File: config.mk
export PLATFORM = sky130hd
export DESIGN_NAME = rx_uart
export DESIGN_NICKNAME = d
export VERILOG_FILES = /design/src/rtl/rx_uart.sv
export SDC_FILE = /design/constraint.sdc
export NUM_CORES = 1
export LEC_CHECK = 0
export CORE_MARGIN = 2
export CORE_UTILIZATION = 54
export CTS_BUF_LIST = sky130_fd_sc_hd__clkbuf_2
export DETAILED_ROUTE_END_ITERATION = 8
export HOLD_SLACK_MARGIN = 0.1
export PLACE_DENSITY = 0.8
export SETUP_SLACK_MARGIN = 0.02
export SLEW_MARGIN = 0
export SYNTH_ARGS = -nofsm -noshare
export SYNTH_HDL_FRONTEND = slang
export SYNTH_SLANG_ARGS = --single-unit
export TNS_END_PERCENT = 5
File: constraint.sdc
create_clock -name baud_clk -period 1.88 [get_ports baud_clk]
set_input_delay 0.188 -clock baud_clk [delete_from_list [all_inputs] [get_ports baud_clk]]
set_output_delay 0.188 -clock baud_clk [all_outputs]
set_load 0.1 [all_outputs]
File: src/rtl/rx_uart.sv
// rx_uart: oversampling UART receiver for 11-bit frames made of a start bit (0), eight data bits
// sent LSB first, a parity bit and a stop bit (1).
// The received byte appears on parallel_out together with its parity and framing status.
// Optional feature macro: RX_HOLD_EN. When it is defined, a holding register keeps data_valid
// high until the consumer raises rd_ack, and an overrun flag reports bytes that were overwritten
// before they were read.

module rx_uart #(
  parameter int unsigned OVERSAMPLE = 16
) (
  input  logic       baud_clk,
  input  logic       rst,
  input  logic       serial_in,
  input  logic       Parity,
`ifdef RX_HOLD_EN
  input  logic       rd_ack,
  output logic       overrun,
`endif
  output logic [7:0] parallel_out,
  output logic       data_valid,
  output logic       parity_err,
  output logic       frame_err,
  output logic       busy
);

  // Tick values at which the line is sampled: the middle of the start bit, and one full bit
  // period later for every following bit.
  localparam logic [7:0] TickMid  = 8'(OVERSAMPLE / 2 - 1);
  localparam logic [7:0] TickLast = 8'(OVERSAMPLE - 1);

  typedef enum logic [2:0] {
    StIdle,
    StStart,
    StData,
    StPar,
    StStop
  } state_e;

  state_e     state_q, state_d;
  logic [7:0] tick_q, tick_d;
  logic [2:0] bit_q, bit_d;
  logic [7:0] shift_q, shift_d;
  logic       par_err_q, par_err_d;
  // Set after a stop bit sampled low; the FSM stays in StStop until the line goes high again.
  logic       wait_high_q, wait_high_d;

  logic       rx_meta_q, rx_s_q;

  logic       load;
  logic       load_fe;

  logic [7:0] out_q;
  logic       dv_q, dv_d;
  logic       pe_q;
  logic       fe_q;

  // Two-flop synchronizer for the asynchronous line. It resets to the idle level so that
  // leaving reset cannot be mistaken for a start edge.
  always_ff @(posedge baud_clk or posedge rst) begin
    if (rst) begin
      rx_meta_q <= 1'b1;
      rx_s_q    <= 1'b1;
    end else begin
      rx_meta_q <= serial_in;
      rx_s_q    <= rx_meta_q;
    end
  end

  // Registers for the FSM state and the frame datapath.
  always_ff @(posedge baud_clk or posedge rst) begin
    if (rst) begin
      state_q     <= StIdle;
      tick_q      <= '0;
      bit_q       <= '0;
      shift_q     <= '0;
      par_err_q   <= 1'b0;
      wait_high_q <= 1'b0;
    end else begin
      state_q     <= state_d;
      tick_q      <= tick_d;
      bit_q       <= bit_d;
      shift_q     <= shift_d;
      par_err_q   <= par_err_d;
      wait_high_q <= wait_high_d;
    end
  end

  // Next state: walk the frame, sampling the line once per bit period.
  always_comb begin
    state_d     = state_q;
    tick_d      = tick_q;
    bit_d       = bit_q;
    shift_d     = shift_q;
    par_err_d   = par_err_q;
    wait_high_d = wait_high_q;
    load        = 1'b0;
    load_fe     = 1'b0;

    case (state_q)
      StIdle: begin
        if (!rx_s_q) begin
          state_d = StStart;
          tick_d  = '0;
        end
      end

      StStart: begin
        if (tick_q == TickMid) begin
          if (rx_s_q) begin
            // The line is high again at mid start bit, so the edge was only a glitch.
            state_d = StIdle;
          end else begin
            state_d = StData;
            tick_d  = '0;
            bit_d   = '0;
          end
        end else begin
          tick_d = tick_q + 8'd1;
        end
      end

      StData: begin
        if (tick_q == TickLast) begin
          tick_d          = '0;
          shift_d[bit_q]  = rx_s_q;
          bit_d           = bit_q + 3'd1;
          if (bit_q == 3'd7) begin
            state_d = StPar;
          end
        end else begin
          tick_d = tick_q + 8'd1;
        end
      end

      StPar: begin
        if (tick_q == TickLast) begin
          tick_d    = '0;
          // The expected bit is ^data ^ Parity; any difference from the sample is an error.
          par_err_d = rx_s_q ^ (^shift_q) ^ Parity;
          state_d   = StStop;
        end else begin
          tick_d = tick_q + 8'd1;
        end
      end

      StStop: begin
        if (wait_high_q) begin
          if (rx_s_q) begin
            wait_high_d = 1'b0;
            state_d     = StIdle;
          end
        end else if (tick_q == TickLast) begin
          tick_d  = '0;
          load    = 1'b1;
          load_fe = ~rx_s_q;
          if (rx_s_q) begin
            state_d = StIdle;
          end else begin
            // The line is held low (a break). Wait for it to go high so that the same low
            // level is not taken as a new start bit.
            wait_high_d = 1'b1;
          end
        end else begin
          tick_d = tick_q + 8'd1;
        end
      end

      default: begin
        state_d = StIdle;
      end
    endcase
  end

`ifdef RX_HOLD_EN
  logic ovr_q, ovr_d;

  // Holding register handshake. data_valid stays high until rd_ack is seen. When a new byte
  // arrives in the same cycle as rd_ack, the new byte takes over without an overrun.
  always_comb begin
    dv_d  = dv_q;
    ovr_d = ovr_q;
    if (load) begin
      dv_d  = 1'b1;
      ovr_d = (ovr_q | dv_q) & ~rd_ack;
    end else if (rd_ack) begin
      dv_d  = 1'b0;
      ovr_d = 1'b0;
    end
  end

  // Overrun flag register.
  always_ff @(posedge baud_clk or posedge rst) begin
    if (rst) begin
      ovr_q <= 1'b0;
    end else begin
      ovr_q <= ovr_d;
    end
  end

  assign overrun = ovr_q;
`else
  // Without the holding register, data_valid is a one-cycle strobe.
  always_comb begin
    dv_d = load;
  end
`endif

  // Output registers. The byte and its status are loaded together and held until the next load.
  always_ff @(posedge baud_clk or posedge rst) begin
    if (rst) begin
      out_q <= 8'h00;
      dv_q  <= 1'b0;
      pe_q  <= 1'b0;
      fe_q  <= 1'b0;
    end else begin
      dv_q <= dv_d;
      if (load) begin
        out_q <= shift_q;
        pe_q  <= par_err_q;
        fe_q  <= load_fe;
      end
    end
  end

  assign parallel_out = out_q;
  assign data_valid   = dv_q;
  assign parity_err   = pe_q;
  assign frame_err    = fe_q;
  assign busy         = (state_q != StIdle);

endmodule

Word-level counts from Yosys, hierarchy flattened:

Cells that the tools add are included.

* flip-flop bits (word level): 37
* input port bits: 4
* output and inout port bits: 12
* word-level logic and storage cells: 77

* add/sub/neg operators: 2
* $lt $le $gt $ge: 2
* equal/unequal tests: 15
* mux-type cells: 31
* bitwise gates (word level): 3
* reduce and logical (&&, ||, !) cells: 12

Operator list (number)
* 2-to-1 mux 3 bit: 11
* 2-to-1 mux 8 bit: 4
* one-hot mux 8 bit (4 select lines): 1
* one-hot mux 3 bit (5 select lines): 1
* != test 2 bit (second input constant): 7
* 2-to-1 mux 1 bit: 10
* adder 8 x 1 -> 8 bit (second input constant): 1
* bitwise mux 8 bit: 1
* equality test 8 x 3 -> 1 bit (second input constant): 1
* equality test 8 x 4 -> 1 bit (second input constant): 1
* XOR reduction 8 bit: 1
* equality test 3 x 2 -> 1 bit (second input constant): 2
* equality test 3 bit (second input constant): 2
* one-hot mux 3 bit (2 select lines): 1
* AND reduction 2 bit: 3
* AND reduction 6 bit: 1
* < comparator 3 x 4 -> 1 bit (second input constant): 1
* AND reduction 4 bit: 1
* nonzero test 4 bit: 1
* adder 3 x 1 -> 3 bit (second input constant): 1
* demux 1 bit (select 3 bit): 1
* equality test 3 x 1 -> 1 bit (second input constant): 1
* >= comparator 3 x 1 -> 1 bit (second input constant): 1
* logical NOT 3 bit: 1
* other kinds (8): 9

Depth between registers and ports, before layout:

* word-level depth: 5
* depth in mapped cells: 7
* mapped depth without buffers: 6

Worst setup path after synthesis:

OpenSTA, ideal clock, no wires.

* path type: flip-flop to flip-flop
* from: register tick_q[0]
* to: register shift_q[6]
* library setup time: 125 ps
* data arrival time: 1632 ps
* slack: 123 ps
* cell stages (with the launch flop): 7
* buffers on the path: 0
* clock period less this slack: 1757 ps
* path through: dfrtp_1 > ha_1 > and3_1 > and4_4 > and2b_4 > nand3_1 > mux2_4

* cells in the longest elaborated chain, start to end: 2

RTL lines
* from (decl): RTL line 40 `logic [7:0] tick_q, tick_d;`
* from (signal assigned): RTL line 80 `tick_q <= tick_d;`
* equality test 8 x 4 -> 1 bit: RTL line 123 `if (tick_q == TickLast) begin`
* AND reduction 2 bit (no line)
* to (signal assigned): RTL line 82 `shift_q <= shift_d;`
* to (decl): RTL line 42 `logic [7:0] shift_q, shift_d;`

No other way between the ends.
A chain may end at the register's enable or synchronous reset.

Worst setup path after layout:

* from: register tick_q[7]
* to: register shift_q[6]

The elaborated chain is that of the path after synthesis.

==> flow_metrics.env <==
export IMPL_min_path_type="primary input to asynchronous set/reset pin"
export IMPL_io_pins=16
export IMPL_core_area_sq_um=3340
export IMPL_overflow=0
export IMPL_clk_latency_ps=390
export IMPL_fin_worst_skew_ps=8.65
export IMPL_drtIter0Drc=107
export IMPL_synthXorXnorAreaFrac_pct=4.20
export IMPL_r2r_start="tick_q[7]"
export IMPL_firstDrtPassIters=4
export IMPL_yosysSeqAreaShare_pct=49.4
export IMPL_layout_drive_gt1_share_pct=36.5
export IMPL_synth_top_area_share_pct=46.6
export IMPL_path_clk_slew_ps=180
export IMPL_synth_compound_area_share_pct=11.2
export IMPL_syn_cell_area_sq_um=1880
export IMPL_antenna_found_initial=0
export IMPL_synth_area_leaders="dfrtp_1, mux2_2, xnor2_1"
export IMPL_dieWidth_um=63.0
export IMPL_layout_setup_ws_ps=17.2
export IMPL_maxSlewViolCount=0
export IMPL_ys_flop_type="dfrtp_1"
export IMPL_setup_violations_final=0
export IMPL_yosys_warnings=0
export IMPL_rsz0062_at_grt="true"
export IMPL_wl_per_cell_um=14.9
export IMPL_area_delta_synth_final_pct=18.4
export IMPL_cts_buffers=5
export IMPL_synth_cells=163
export IMPL_vias_per_cell=5.66
export IMPL_vias=1347
export IMPL_yosys_cell_types_count=51
export IMPL_port_buffer_count=15
export IMPL_synth_edf_count=0
export IMPL_max_cap_viol_count=0
export IMPL_hold_viol_final=0
export IMPL_r2r_end="shift_q[6]"
export IMPL_clockBufferDepth=2
export IMPL_yosys_area_top_type="dfrtp_1"
export IMPL_die_h_um=63.0
export IMPL_yosysMostFrequentCell="dfrtp_1"
export IMPL_drc=0
export IMPL_synth_nets=170
export IMPL_relSlewSlack_pct=69.7
export IMPL_synth_common_cells="dfrtp_1, mux2_2, nand2_1"
export IMPL_grtUsageTotal_pct=20.3
export IMPL_root_buffer="clkbuf_2"
export IMPL_wirelength_mm=3.54
export IMPL_syn_avg_cell_area_sq_um=11.5
export IMPL_n_fill_cell=273
export IMPL_dieArea_sq_um=3970
export IMPL_status="finished, final reports clean"
export IMPL_path_max_fanout=6
export IMPL_fin_util_pct=66.6
export IMPL_p_per_area_nw_per_um2=822
export IMPL_worst_pin_slew_ps=454
export IMPL_yosys_area_share_adder_pct=2.00
export IMPL_ff2ff_path_depth=5
export IMPL_worstSetupStartpointType="flop"
export IMPL_synthSimpleGateAreaFrac_pct=18.5
export IMPL_gp_congestion=0.864
export IMPL_cts_htree_levels=2
export IMPL_synth_top_family_by_area="simple AND/OR/NAND/NOR gates"
export IMPL_end_kind="flop"
export IMPL_place_ws_ps=-5.65
export IMPL_finalCritPeriodShare_pct=99.1
export IMPL_start_util_pct=56.3
export IMPL_synth_seq_cells=37
export IMPL_power_leakage_nw=1.07
export IMPL_grt_max_degree=38
export IMPL_cts_tree="yes"
export IMPL_r2r_setup_slack_ps=20
export IMPL_clkSinkCount=37
export IMPL_drtAntennaViolNets=0
export IMPL_antennaDiodeCount=0
export IMPL_dpl_hpwl_mm=2.54
export IMPL_rows=21
export IMPL_nets=199
export IMPL_muxShareOfSynthArea_pct=11.7
export IMPL_cp_arrival_ps=2160
export IMPL_fmax_mhz=537
export IMPL_worstSetupPathType="flop to flop"
export IMPL_grt_pass1_vias=1358
export IMPL_required_ps=2180
export IMPL_ys_async_sr_fraction_pct=100
export IMPL_grt_pass1_wl_mm=6.31
export IMPL_hold_buffers=0
export IMPL_vdd_ir_drop_max_v=0.000494
export IMPL_final_min_clock_period_ps=1860
-- placed cells by master, fill, tap and decap left out, types with 4 or more instances in the layout --
cell,n
nand3_1,6
nand3b_1,4
xnor2_1,9
dfrtp_1,33
buf_4,25
clkbuf_2,6
mux2_2,12
nand2_1,11
mux2_4,6
and3_1,4
o21ai_0,5
inv_1,6
-- final cells by class --
| class | count | area, sq um | area share, % |
|---|---|---|---|
| timing repair buffer | 29 | 238 | 10.7 |
| sequential | 37 | 931 | 41.9 |
| tap | 46 | 57.6 | 2.59 |
| clock buffer | 6 | 30.0 | 1.35 |
| inverter | 6 | 22.5 | 1.01 |
| multi-input combinational | 113 | 936 | 42.1 |
| clock inverter | 1 | 8.76 | 0.394 |
-- worst max-delay path, stage by stage, from the launching register on --
cell and delay [ps]:
dfrtp_1 460, nor4_4 400, and4_4 310, and2b_4 180, nand3_1 100, mux2_4 320
-- state kept, by name, indices dropped and copies added (netlist names) --
register and flops:
bit_q 3, state_q 3, rx_s_q 1, rx_meta_q 1
parallel_out 8, parity_err 1, frame_err 1, tick_q 8
wait_high_q 1, par_err_q 1, data_valid 1, shift_q 8
-- logic make-up (layout without fill, tap and decap cells) --
kind of cell               Yosys count  in the layout
AOI/OAI and AO/OA                   29             29
xor gates and xnor gates             9              9
adders and majority gates            3              3
buffers and inverters               13             42
DFF                                 37             37
muxes                               19             19
and+or+nand+nor                     53             53
-- worst max path at each step --
stage	from	to	slack (ps)	cells after the start
2_1_floorplan	tick_q[0]	shift_q[6]	120	6
6_report	tick_q[7]	shift_q[6]	20	5
5_1_grt	tick_q[7]	shift_q[6]	-60	5
3_5_place_dp	tick_q[1]	shift_q[6]	-6	6
4_1_cts	state_q[0]	tick_q[2]	20	5
3_3_place_gp	tick_q[1]	shift_q[6]	50	6
-- routing by layer --
metal	global-route usage (%)	vias to the layer above	part of all wire [%]
met4	4.72	0	0.76
met1	27.5	674	46
met2	32.7	22	50
li1	-	648	-
met5	0	-	0
met3	5.41	3	3.3
-- what timing repair did --
item | CTS | global route
pin swaps | 1 | 4
resized for setup | 3 | 11
buffers inserted | 1 | 1
setup endpoints to repair | 9 | 30
-- stage by stage --
step                instance area (sq um)  hold WS, ps  total power (W)  instances  setup TNS, ps
finish                               2220          172          0.00183        238              0
detailed placement                   2130          350          0.00147        229          -5.65
global route                         2220          161          0.00194        238           -490
CTS                                  2180          173          0.00182        237              0
floorplan                            1880          192          0.00130        163              0
global placement                     2130          346          0.00144        229              0
-- power by group --
part	total [W]	switching, W	internal [W]
combinational	0.000541	0.000323	0.000217
sequential	0.000934	0.0000789	0.000856
clock	0.000354	0.000260	0.0000932
(Power assumes the default switching activity.)
